File: config.mk
export PLATFORM = sky130hd
export DESIGN_NAME = mux2_rr_source_select
export DESIGN_NICKNAME = d
export VERILOG_FILES = /design/src/rtl/mux2_pkg.sv /design/src/rtl/mux2.sv /design/src/rtl/mux2_rr_grant.sv /design/src/rtl/mux2_rr_source_select.sv
export SDC_FILE = /design/constraint.sdc
export NUM_CORES = 1
export LEC_CHECK = 0
export BUFFER_PORTS_ARGS = -buffer_cell sky130_fd_sc_hd__buf_2
export CAP_MARGIN = 0
export CORE_MARGIN = 2
export CORE_UTILIZATION = 49
export DETAILED_ROUTE_END_ITERATION = 6
export GPL_TIMING_DRIVEN = 1
export PLACE_DENSITY = 0.76
export SKIP_CTS_REPAIR_TIMING = 1
export SLEW_MARGIN = 20
export SYNTH_ARGS = -nofsm -noshare
export SYNTH_HDL_FRONTEND = slang
export SYNTH_HIERARCHICAL = 1
export SYNTH_SLANG_ARGS = --single-unit
File: constraint.sdc
create_clock -name clk -period 1.87 [get_ports clk]
set_input_delay 0.2805 -clock clk [delete_from_list [all_inputs] [get_ports clk]]
set_output_delay 0.2805 -clock clk [all_outputs]
set_load 0.02 [all_outputs]
File: src/rtl/mux2_pkg.sv
// Shared types for the round-robin 2:1 source selector.
// src_t names a source and is used for the select, the priority pointer and the grant.
package mux2_pkg;
    typedef enum logic {SRC_A = 1'b0, SRC_B = 1'b1} src_t;
    localparam int MUX2_DEFAULT_WIDTH = 8;
endpackage

File: src/rtl/mux2.sv
// Team 2:1 multiplexer cell: s_i=0 selects a_i, s_i=1 selects b_i.
module mux2 #(
    parameter int WIDTH = 8
) (
    input  logic [WIDTH-1:0] a_i,
    input  logic [WIDTH-1:0] b_i,
    input  logic             s_i,
    output logic [WIDTH-1:0] y_o
);
    assign y_o = s_i ? b_i : a_i;
endmodule

File: src/rtl/mux2_rr_grant.sv
// Round-robin grant between two sources; the priority pointer moves only on advance_i.
module mux2_rr_grant
    import mux2_pkg::*;
(
    input  logic clk,
    input  logic n_reset,
    input  logic a_valid_i,
    input  logic b_valid_i,
    input  logic advance_i,
    output src_t grant_o,
    output logic any_o
);
    src_t prio_q, prio_d;

    // NOTE: every output of a combinational block gets a default first so no latch is inferred.
    always_comb begin
        any_o   = a_valid_i || b_valid_i;
        grant_o = SRC_A;
        if (a_valid_i && b_valid_i) begin
            grant_o = prio_q;
        end else if (b_valid_i) begin
            grant_o = SRC_B;
        end
    end

    // The source just served loses priority for the next contested cycle.
    always_comb begin
        prio_d = prio_q;
        if (advance_i) begin
            prio_d = (grant_o == SRC_A) ? SRC_B : SRC_A;
        end
    end

    // NOTE: state flops use non-blocking assignments so all registers update together at the edge.
    always_ff @(posedge clk or negedge n_reset) begin
        if (!n_reset) begin
            prio_q <= SRC_A;
        end else begin
            prio_q <= prio_d;
        end
    end
endmodule

File: src/rtl/mux2_rr_source_select.sv
// Arbitrates two valid/ready sources round-robin into one registered output stage,
// driving the registered mux select and saturating per-source grant counters.
module mux2_rr_source_select
    import mux2_pkg::*;
#(
    parameter int WIDTH = MUX2_DEFAULT_WIDTH,
    parameter int CNT_W = 8
) (
    input  logic             clk,
    input  logic             n_reset,
    input  logic             a_valid,
    input  logic [WIDTH-1:0] a_data,
    output logic             a_ready,
    input  logic             b_valid,
    input  logic [WIDTH-1:0] b_data,
    output logic             b_ready,
    output logic             out_valid,
    output logic [WIDTH-1:0] out_data,
    input  logic             out_ready,
    output logic             sel,
    output logic [CNT_W-1:0] cnt_a,
    output logic [CNT_W-1:0] cnt_b
);
    logic             out_valid_q, out_valid_d;
    logic [WIDTH-1:0] out_data_q, out_data_d;
    src_t             sel_q, sel_d;
    logic [CNT_W-1:0] cnt_a_q, cnt_a_d;
    logic [CNT_W-1:0] cnt_b_q, cnt_b_d;

    logic             load;
    logic             any;
    src_t             grant;
    logic [WIDTH-1:0] grant_data;

    assign load = !out_valid_q || out_ready;

    mux2_rr_grant u_grant (
        .clk      (clk),
        .n_reset  (n_reset),
        .a_valid_i(a_valid),
        .b_valid_i(b_valid),
        .advance_i(load && any),
        .grant_o  (grant),
        .any_o    (any)
    );

    // Only the granted source's data is passed, so X on the other source never loads.
    mux2 #(.WIDTH(WIDTH)) u_data_mux (
        .a_i(a_data),
        .b_i(b_data),
        .s_i(grant),
        .y_o(grant_data)
    );

    assign a_ready = load && any && (grant == SRC_A);
    assign b_ready = load && any && (grant == SRC_B);

    always_comb begin
        out_valid_d = out_valid_q;
        out_data_d  = out_data_q;
        sel_d       = sel_q;
        cnt_a_d     = cnt_a_q;
        cnt_b_d     = cnt_b_q;
        if (load) begin
            if (any) begin
                out_valid_d = 1'b1;
                out_data_d  = grant_data;
                sel_d       = grant;
                if (grant == SRC_A && cnt_a_q != '1) cnt_a_d = cnt_a_q + CNT_W'(1);
                if (grant == SRC_B && cnt_b_q != '1) cnt_b_d = cnt_b_q + CNT_W'(1);
            end else begin
                out_valid_d = 1'b0;
            end
        end
    end

    always_ff @(posedge clk or negedge n_reset) begin
        if (!n_reset) begin
            out_valid_q <= 1'b0;
            out_data_q  <= '0;
            sel_q       <= SRC_A;
            cnt_a_q     <= '0;
            cnt_b_q     <= '0;
        end else begin
            out_valid_q <= out_valid_d;
            out_data_q  <= out_data_d;
            sel_q       <= sel_d;
            cnt_a_q     <= cnt_a_d;
            cnt_b_q     <= cnt_b_d;
        end
    end

    assign out_valid = out_valid_q;
    assign out_data  = out_data_q;
    assign sel       = sel_q;
    assign cnt_a     = cnt_a_q;
    assign cnt_b     = cnt_b_q;
endmodule
==> results of run 1 <==
final cells by class:
class,count,area [um2],share of cell area
clock buffer,3,22.5,0.0129
clock inverter,1,5.00,0.00288
sequential,27,676,0.388
tap,31,38.8,0.0223
multi-input combinational,78,704,0.405
inverter,4,15.0,0.00863
timing repair buffer,52,279,0.160
worst max-delay path: stages (launching register included):
cell	delay (ns)
sky130_fd_sc_hd__dfrtp_1	0.41
sky130_fd_sc_hd__nand2b_4	0.14
sky130_fd_sc_hd__and2_4	0.17
sky130_fd_sc_hd__nand2b_4	0.16
sky130_fd_sc_hd__nor2_4	0.15
sky130_fd_sc_hd__buf_6	0.14
per-stage QoR:
| stage | cells | hold WS, ns | cell area (um2) | TNS [ns] | power (uW) |
|---|---|---|---|---|---|
| detailed placement | 189 | 0.319 | 1670 | 0 | 1790 |
| global placement | 189 | 0.320 | 1670 | 0 | 1740 |
| global route | 196 | 0.152 | 1740 | 0 | 2160 |
| CTS | 193 | -0.0541 | 1700 | -0.0730 | 2040 |
| floorplan | 111 | -0.0151 | 1400 | 0 | 1490 |
| finish | 196 | 0.145 | 1740 | 0 | 2030 |
how the worst min path moves through the flow:
stage                  from              to  slack (ns)  depth (start not counted)
global placement    n_reset        cnt_b[7]        0.32                          1
floorplan           n_reset        cnt_a[0]       -0.02                          0
detailed placement  n_reset        cnt_b[6]        0.32                          1
finish              b_valid  u_grant/prio_q        0.14                          2
CTS                 n_reset        cnt_b[3]       -0.05                          1
global route        b_valid  u_grant/prio_q        0.15                          2
logic make-up (layout without fill, tap and decap cells):
family / Yosys count / in the layout / share of synthesized area
and+or+nand+nor: 39 / 39 / 0.173
buffers and inverters: 6 / 60 / 0.0267
muxes: 23 / 23 / 0.209
xor gates and xnor gates: 8 / 8 / 0.0499
AOI/OAI and AO/OA: 6 / 6 / 0.0419
DFF: 27 / 27 / 0.481
adders and majority gates: 2 / 2 / 0.0178
power by group through the flow:
stage / logic [uW] / clock network (uW) / registers (uW)
2_1_floorplan: 352 / 0 / 1140
3_5_place_dp: 824 / 0 / 962
3_3_place_gp: 799 / 0 / 945
4_1_cts: 825 / 261 / 950
5_1_grt: 896 / 278 / 981
6_report: 830 / 247 / 950
state kept, by name (all words and copies together) (netlist names):
| register | cells |
|---|---|
| out_data | 8 |
| out_valid | 1 |
| u_grant/prio_q | 1 |
| cnt_a | 8 |
| cnt_b | 8 |
| sel | 1 |
per-layer routing:
layer / vias up / share of wire / track usage
li1: 500 / - / -
met1: 519 / 0.39 / 0.194
met2: 24 / 0.55 / 0.300
met3: 4 / 0.039 / 0.0272
met4: 0 / 0.017 / 0.0698
met5: - / 0 / 0
layout by cell type, fill, tap and decap left out, types with 3 or more instances in the layout:
| master | count |
|---|---|
| sky130_fd_sc_hd__mux2_2 | 9 |
| sky130_fd_sc_hd__mux2_4 | 10 |
| sky130_fd_sc_hd__buf_4 | 3 |
| sky130_fd_sc_hd__xnor2_1 | 6 |
| sky130_fd_sc_hd__nand2_1 | 8 |
| sky130_fd_sc_hd__nand2b_4 | 3 |
| sky130_fd_sc_hd__buf_2 | 47 |
| sky130_fd_sc_hd__nand4_1 | 4 |
| sky130_fd_sc_hd__dfrtp_1 | 27 |
| sky130_fd_sc_hd__nor2_1 | 5 |
| sky130_fd_sc_hd__inv_1 | 4 |
| sky130_fd_sc_hd__clkbuf_4 | 3 |
| sky130_fd_sc_hd__nand3_1 | 4 |
==> load_flow_metrics.sql, run 1 <==
INSERT INTO impl_metrics (metric_group, metric, value, unit) VALUES
('status', 'status', 'finished, final reports clean', ''),
('setup_path', 'startpoint_of_the_lowest_slack_register_to_register_path', 'cnt_a[0]', ''),
('grt', 'grt_util_all_layers', '0.166', ''),
('pwr', 'power-per-cell-area', '1160', 'mW/mm2'),
('timing', 'setup_repair_after_global_routing_missed_its_margin', 'false', ''),
('die', 'die_extent_in_y', '57.5', 'um'),
('clocking', 'clock_h_tree_levels', '1', ''),
('timing', 'worst_clock_skew', '0.00486', 'ns'),
('die', 'die_area', '0.00331', 'mm2'),
('setup_path', 'criticalPathCategory', 'register to output pin', ''),
('timing', 'number_of_endpoints_with_negative_hold_slack_in_the_final_report', '0', ''),
('pwr', 'part_of_the_power_in_combinational_logic', '0.409', ''),
('die', 'core', '0.00273', 'mm2'),
('timing', 'finalSetupViolations', '0', ''),
('timing', 'finalCritPeriodShare', '0.949', ''),
('timing', 'slew_headroom', '0.617', ''),
('route', 'route.detailed.drc', '0', ''),
('timing', 'clock.fmax', '0.563', 'GHz'),
('synthesis', 'netlist_instances', '111', ''),
('setup_path', 'reg2regPathDepth', '4', ''),
('clocking', 'cts-root-to-sink-buffers', '2', ''),
('clocking', 'clk_latency', '0.32', 'ns'),
('setup_path', 'worstPathRequired', '1.59', 'ns'),
('synthesis', 'ys_warn_count', '6', ''),
('clocking', 'cts.sink_count', '27', ''),
('setup_path', 'critical_path.startpoint_type', 'register', ''),
('setup_path', 'critical_path_launch_point', 'u_grant/prio_q', ''),
('setup_path', 'worst_setup_path_endpoint', 'a_ready', ''),
('setup_path', 'critical_path.reg2reg.endpoint', 'cnt_a[1]', ''),
('timing', 'slew_violations', '0', ''),
('die', 'row_count', '19', ''),
('synthesis', 'yosysSeqAreaShare', '0.481', ''),
('grt', 'antenna_found_initial', '0', ''),
('timing', 'fin_crit', '1.78', 'ns'),
('synthesis', 'synth_edf_count', '0', ''),
('grt', 'grt_overflow', '0', ''),
('synthesis', 'ys.flop_type', 'sky130_fd_sc_hd__dfrtp_1', ''),
('place', 'gp_routability_congestion', '0.769', ''),
('route', 'drtPass1Iterations', '4', ''),
('route', 'drt_initial_violations', '24', ''),
('route', 'post_drt_wl_per_cell', '13.5', 'um'),
('pwr', 'power_frac_seq', '0.469', ''),
('synthesis', 'yosys_register_bits', '27', ''),
('synthesis', 'post_synth_instance_area', '0.00140', 'mm2'),
('clocking', 'worst_setup_hold_path_clk_slew', '0.14', 'ns'),
('synthesis', 'post_synth_num_cell_types', '33', ''),
('layout', 'final_layout_size_suffix_gt1_frac', '0.521', ''),
('grt', 'grt_start_max_net_pins', '28', ''),
('layout', 'area_growth', '24.0', '%'),
('clocking', 'clk_root_buffer_cell', 'sky130_fd_sc_hd__clkbuf_4', ''),
('place', 'dpl.hpwl', '2.05', 'mm'),
('route', 'ant_nets', '0', ''),
('grt', 'global_route_wire_length_before_repair', '4.25', 'mm'),
('synthesis', 'synth.cells.most_frequent', 'sky130_fd_sc_hd__dfrtp_1, sky130_fd_sc_hd__mux2_4, sky130_fd_sc_hd__mux2_2', ''),
('place', 'place_worst_setup_slack', '0.177', 'ns'),
('clocking', 'cts_buffers', '3', ''),
('die', 'floorplan.io_pins', '49', ''),
('hold_path', 'hold_wc_path_type', 'input pin to register', ''),
('route', 'routed-via-count', '1047', ''),
('pwr', 'switching_share', '0.405', ''),
('layout', 'antenna-diode-count', '0', ''),
('pwr', 'irDropWorstVdd', '0.875', 'mV'),
('synthesis', 'synth_top_cells_by_area', 'sky130_fd_sc_hd__dfrtp_1, sky130_fd_sc_hd__mux2_4, sky130_fd_sc_hd__mux2_2, sky130_fd_sc_hd__xnor2_1, sky130_fd_sc_hd__nand2_1', ''),
('die', 'start_util', '0.514', ''),
('synthesis', 'synth_area_per_cell', '12.6', 'um2'),
('layout', 'utilization', '0.637', ''),
('place', 'numPortBuffers', '48', ''),
('route', 'vias_per_cell', '5.34', ''),
('setup_path', 'r2r_setup_slk', '0.19', 'ns'),
('synthesis', 'synth_largest_type_area_fraction', '0.481', ''),
('route', 'routed_wl', '2.65', 'mm');
(Power assumes the default switching activity.)
==> inputs of run 2 (changes only) <==
Settings changed: CELL_PAD_IN_SITES_DETAIL_PLACEMENT set to 1, CELL_PAD_IN_SITES_GLOBAL_PLACEMENT set to 2, CORE_MARGIN 2 to not set, CORE_UTILIZATION 49 to 31, MAX_ROUTING_LAYER set to met4, PLACE_DENSITY 0.76 to 0.75.
==> load_flow_metrics.sql, run 2 (same netlist as run 1, synthesis figures left out) <==
INSERT INTO impl_metrics (metric_group, metric, value, unit) VALUES
('status', 'status', 'finished, final reports clean', ''),
('timing', 'tightest_slew', '0.626', 'ns'),
('timing', 'slew_headroom', '0.583', ''),
('clocking', 'tritoncts', 'yes', ''),
('grt', 'grt_util_all_layers', '0.150', ''),
('grt', 'antenna_found_initial', '0', ''),
('layout', 'leading_cell_type_in_the_layout_fill_and_taps_excluded', 'sky130_fd_sc_hd__buf_2', ''),
('clocking', 'clock_h_tree_levels', '1', ''),
('pwr', 'power-per-cell-area', '1220', 'mW/mm2'),
('timing', 'fin_crit', '1.78', 'ns'),
('place', 'numPortBuffers', '48', ''),
('setup_path', 'criticalPathCategory', 'register to output pin', ''),
('setup_path', 'critical-path-top-delay-family', 'simple AND/OR/NAND/NOR gates', ''),
('timing', 'worst_clock_skew', '0.00769', 'ns'),
('timing', 'finalCritPeriodShare', '0.951', ''),
('route', 'drt_initial_violations', '18', ''),
('timing', 'clock.fmax', '0.562', 'GHz'),
('route', 'post_drt_wl_per_cell', '15.3', 'um'),
('die', 'floorplan.die.width', '69.3', 'um'),
('die', 'die_area', '0.00480', 'mm2'),
('die', 'start_util', '0.322', ''),
('grt', 'global_route_wire_length_before_repair', '5.40', 'mm'),
('setup_path', 'critical_path.startpoint_type', 'register', ''),
('timing', 'slew_violations', '0', ''),
('clocking', 'cts.sink_count', '27', ''),
('clocking', 'cts_buffers', '3', ''),
('route', 'routed-via-count', '1051', ''),
('route', 'vias_per_cell', '4.91', ''),
('layout', 'most-common-layout-cells', 'sky130_fd_sc_hd__buf_2, sky130_fd_sc_hd__dfrtp_1, sky130_fd_sc_hd__mux2_4', ''),
('route', 'routed_wl', '3.27', 'mm'),
('timing', 'number_of_endpoints_with_negative_hold_slack_in_the_final_report', '0', ''),
('clocking', 'worst_setup_hold_path_clk_slew', '0.10', 'ns'),
('clocking', 'cts-root-to-sink-buffers', '2', ''),
('layout', 'area_growth', '25.2', '%'),
('setup_path', 'timing.critical_path.slowest_stage_cell', 'sky130_fd_sc_hd__dfrtp_1', ''),
('route', 'ant_nets', '0', ''),
('setup_path', 'crit_top_cell', 'sky130_fd_sc_hd__nand2b_4', ''),
('setup_path', 'worstPathCellList', 'nand2b_4, and2_2, nand2b_4, nor2_4, buf_4', ''),
('place', 'dpl.hpwl', '2.48', 'mm'),
('timing', 'fin_worst_hold_slack', '0.000771', 'ns'),
('layout', 'final_net_count', '186', ''),
('hold_path', 'hold_wc_path_type', 'input pin to asynchronous set/reset pin', ''),
('die', 'core', '0.00435', 'mm2'),
('place', 'gp_routability_congestion', '0.657', ''),
('setup_path', 'timing.critical_path.fanout_max', '5', ''),
('setup_path', 'startpoint_of_the_lowest_slack_register_to_register_path', 'cnt_a[0]', ''),
('die', 'floorplan.io_pins', '49', ''),
('grt', 'first_global_vias', '1140', ''),
('route', 'route.detailed.drc', '0', ''),
('die', 'row_count', '24', ''),
('setup_path', 'end_kind', 'output pin', ''),
('clocking', 'clk_latency', '0.28', 'ns'),
('timing', 'setup_repair_after_global_routing_missed_its_margin', 'false', ''),
('job', 'drv_cap', '0', ''),
('timing', 'setup_total_negative_slack', '0', 'ns'),
('die', 'die_extent_in_y', '69.3', 'um'),
('timing', 'finalSetupViolations', '0', ''),
('setup_path', 'cp_data_arrival_time', '1.50', 'ns'),
('clocking', 'clk_root_buffer_cell', 'sky130_fd_sc_hd__clkbuf_8', ''),
('grt', 'grt_start_max_net_pins', '28', ''),
('pwr', 'cell_leakage_power', '0.000849', 'uW'),
('pwr', 'irDropWorstVdd', '0.415', 'mV'),
('layout', 'final_layout_size_suffix_gt1_frac', '0.519', ''),
('setup_path', 'critical_path_launch_point', 'u_grant/prio_q', ''),
('layout', 'fillCellCount', '489', ''),
('setup_path', 'worstPathRequired', '1.59', 'ns'),
('route', 'drtPass1Iterations', '4', ''),
('setup_path', 'r2r_setup_slk', '0.19', 'ns'),
('grt', 'grt_overflow', '0', ''),
('layout', 'utilization', '0.404', ''),
('layout', 'antenna-diode-count', '0', ''),
('setup_path', 'timing.critical_path.buf_inv', '1', ''),
('setup_path', 'worst_path_largest_cell_delay', '0.40', 'ns');
-- run 2: cell count changes in the layout (fill, tap and decap cells not counted), sizes merged --
cell / delta
buf: -2
clkinv: -1
clkinvlp: +1
dlygate4sd3: -1
-- run 2: cell type report --
| class | count | area [um2] | area share |
|---|---|---|---|
| well taps | 52 | 65.1 | 0.0370 |
| clock buffers | 3 | 41.3 | 0.0235 |
| flip-flops and latches | 27 | 676 | 0.384 |
| inverters | 4 | 15.0 | 0.00854 |
| multi-input cells | 78 | 703 | 0.400 |
| repair buffers | 49 | 250 | 0.142 |
| clock inverters | 1 | 7.51 | 0.00427 |
-- run 2: report_power, final --
part | internal (uW) | switching [uW] | leakage (uW)
clock | 152 | 203 | 0.0000217
sequential | 753 | 201 | 0.000319
combinational | 363 | 464 | 0.000508
total | 1270 | 868 | 0.000849
-- run 2: final timing paths --
| check | to | depth (start not counted) |
|---|---|---|
| setup / recovery | a_ready | 5 |
| hold / removal | cnt_b[4] | 1 |
| setup reg to reg | cnt_a[1] | 4 |
| hold reg to reg | out_data[5] | 1 |
| max in group asynchronous | cnt_a[5] | 1 |
| min in group clk | u_grant/prio_q | 2 |
-- run 2: layer usage --
layer	GRT usage	part of all wire	vias to the layer above	wire, um
met5	-	0	-	0
met4	0.0748	0.016	0	53
met3	0.0262	0.036	4	119
met2	0.254	0.51	31	1660
met1	0.170	0.44	521	1440
li1	-	-	495	-
-- run 2: per-stage QoR --
step / setup WS [ns] / area, um2 / instances / total power (uW)
final: 0.0911 / 1760 / 214 / 2140
after CTS: -0.0579 / 1740 / 214 / 2160
after global routing: 0.00758 / 1760 / 214 / 2280
after floorplan: 0.193 / 1400 / 111 / 1490
after global placement: 0.226 / 1690 / 210 / 1770
after detailed placement: 0.161 / 1690 / 210 / 1800
==> inputs of run 3 (changes only) <==
Settings changed: HOLD_SLACK_MARGIN set to 0.06.
==> load_flow_metrics.sql, run 3 (same netlist as run 1, synthesis figures left out) <==
INSERT INTO impl_metrics (metric_group, metric, value, unit) VALUES
('die', 'die_area', '0.00480', 'mm2'),
('clocking', 'clock_h_tree_levels', '1', ''),
('route', 'routed-via-count', '1052', ''),
('pwr', 'part_of_the_power_in_combinational_logic', '0.388', ''),
('timing', 'finalSetupViolations', '0', ''),
('route', 'route.detailed.drc', '0', ''),
('setup_path', 'end_kind', 'output pin', ''),
('status', 'status', 'finished, final reports clean', ''),
('die', 'core', '0.00435', 'mm2'),
('grt', 'grt_overflow', '0', ''),
('grt', 'first_global_vias', '1140', ''),
('setup_path', 'cp_data_arrival_time', '1.50', 'ns'),
('grt', 'grt_util_all_layers', '0.150', ''),
('layout', 'antenna-diode-count', '0', ''),
('pwr', 'p_switching', '869', 'uW'),
('setup_path', 'critical_path.startpoint_type', 'register', ''),
('job', 'drv_cap', '0', ''),
('setup_path', 'worst_path_largest_cell_delay', '0.40', 'ns'),
('timing', 'number_of_endpoints_with_negative_hold_slack_in_the_final_report', '0', ''),
('clocking', 'tritoncts', 'yes', ''),
('pwr', 'irDropWorstVdd', '0.413', 'mV'),
('timing', 'worst_clock_skew', '0.00646', 'ns'),
('layout', 'most-common-layout-cells', 'sky130_fd_sc_hd__buf_2, sky130_fd_sc_hd__dfrtp_1, sky130_fd_sc_hd__mux2_4', ''),
('timing', 'fin_worst_hold_slack', '0.201', 'ns'),
('pwr', 'power-per-cell-area', '1210', 'mW/mm2'),
('setup_path', 'critical-path-top-delay-family', 'simple AND/OR/NAND/NOR gates', ''),
('die', 'start_util', '0.322', ''),
('timing', 'slew_violations', '0', ''),
('route', 'drt_initial_violations', '13', ''),
('pwr', 'switching_share', '0.406', ''),
('timing', 'finalCritPeriodShare', '0.951', ''),
('route', 'vias_per_cell', '4.89', ''),
('layout', 'multiInputGateArea', '703', 'um2'),
('timing', 'fin_crit', '1.78', 'ns'),
('setup_path', 'criticalPathCategory', 'register to output pin', ''),
('setup_path', 'crit_top_cell', 'sky130_fd_sc_hd__nand2b_4', ''),
('die', 'floorplan.die.width', '69.3', 'um'),
('layout', 'final_layout_size_suffix_gt1_frac', '0.515', ''),
('layout', 'fillCellCount', '488', ''),
('layout', 'leading_cell_type_in_the_layout_fill_and_taps_excluded', 'sky130_fd_sc_hd__buf_2', ''),
('timing', 'tightest_slew', '0.639', 'ns'),
('place', 'gp_routability_congestion', '0.657', ''),
('clocking', 'worst_setup_hold_path_clk_slew', '0.10', 'ns'),
('clocking', 'cts-root-to-sink-buffers', '2', ''),
('layout', 'fin_area', '0.00177', 'mm2'),
('setup_path', 'reg2regPathDepth', '4', ''),
('pwr', 'power.clock.fraction', '0.165', ''),
('setup_path', 'worstPathRequired', '1.59', 'ns'),
('clocking', 'clk_latency', '0.28', 'ns'),
('layout', 'area_growth', '25.9', '%'),
('setup_path', 'timing.critical_path.slowest_stage_cell', 'sky130_fd_sc_hd__dfrtp_1', ''),
('hold_path', 'hold_wc_path_type', 'input pin to register', ''),
('setup_path', 'critical_path_cell_count', '5', ''),
('pwr', 'power_frac_seq', '0.447', ''),
('grt', 'global_route_wire_length_before_repair', '5.40', 'mm'),
('setup_path', 'timing.critical_path.fanout_max', '5', ''),
('grt', 'grt_start_max_net_pins', '28', ''),
('die', 'floorplan.io_pins', '49', ''),
('route', 'drtPass1Iterations', '4', ''),
('pwr', 'intPower', '1270', 'uW'),
('place', 'post_dp_cell_area', '0.00169', 'mm2'),
('place', 'dpl.hpwl', '2.48', 'mm'),
('route', 'routed_wl', '3.29', 'mm'),
('setup_path', 'timing.critical_path.buf_inv', '1', ''),
('die', 'row_count', '24', ''),
('route', 'post_drt_wl_per_cell', '15.3', 'um'),
('clocking', 'cts_buffers', '3', ''),
('timing', 'clock.fmax', '0.563', 'GHz'),
('die', 'die_extent_in_y', '69.3', 'um'),
('grt', 'antenna_found_initial', '0', ''),
('layout', 'final_net_count', '187', ''),
('layout', 'regArea', '676', 'um2'),
('hold_path', 'timing.hold.worst_path_depth', '2', ''),
('route', 'ant_nets', '0', ''),
('clocking', 'clk_root_buffer_cell', 'sky130_fd_sc_hd__clkbuf_8', ''),
('pwr', 'cell_leakage_power', '0.000854', 'uW'),
('timing', 'setup_repair_after_global_routing_missed_its_margin', 'false', ''),
('clocking', 'cts.sink_count', '27', ''),
('place', 'numPortBuffers', '48', ''),
('setup_path', 'worstPathCellList', 'nand2b_4, and2_2, nand2b_4, nor2_4, buf_4', ''),
('timing', 'slew_headroom', '0.574', '');
[run 3: changes by cell type in the layout (fill, tap and decap cells not counted), sizes merged]
cell	delta
dlygate4sd3	+1
[run 3: path summary, 6_finish.rpt]
path	startpoint	slack [ns]	endpoint
hold / removal	b_valid	0.20	u_grant/prio_q
hold reg to reg	out_data[5]	0.52	out_data[5]
max in group asynchronous	n_reset	0.91	cnt_a[5]
setup / recovery	u_grant/prio_q	0.09	a_ready
min in group asynchronous	n_reset	0.54	cnt_b[4]
setup reg to reg	cnt_a[0]	0.19	cnt_a[1]
[run 3: power groups by stage]
stage	registers [uW]	clock network (uW)	logic, uW
floorplan	1140	0	352
global placement	956	0	811
detailed placement	964	0	837
CTS	955	370	837
global route	991	393	895
finish	956	354	829
[run 3: routing by layer]
metal | global-route usage | wire (um) | vias up
met1 | 0.170 | 1460 | 526
met4 | 0.0748 | 34 | 0
li1 | - | - | 497
met2 | 0.254 | 1680 | 27
met5 | - | 0 | -
met3 | 0.0262 | 111 | 2
[run 3: worst reg2reg max path, delay by kind of cell, from the launching register on]
family	cells	cell delay, ns
compound gates	1	0.32
fa+ha+maj	1	0.25
flops	1	0.44
mux	1	0.35
simple gates	1	0.22
[run 3: through the flow]
| stage | worst slack, ns | TNS, ns | cells | utilization | total power [uW] |
|---|---|---|---|---|---|
| 5_1_grt | 0.00758 | 0 | 215 | 0.406 | 2280 |
| 6_report | 0.0926 | 0 | 215 | 0.406 | 2140 |
| 4_1_cts | -0.0579 | -0.0579 | 214 | 0.400 | 2160 |
| 3_3_place_gp | 0.226 | 0 | 210 | 0.389 | 1770 |
| 3_5_place_dp | 0.161 | 0 | 210 | 0.389 | 1800 |
| 2_1_floorplan | 0.193 | 0 | 111 | - | 1490 |
[run 3: final cells by class]
class,count,area share
multi-input combinational,78,0.398
sequential,27,0.382
timing repair buffer,50,0.147
tap,52,0.0368
clock buffer,3,0.0234
inverter,4,0.00849
clock inverter,1,0.00425
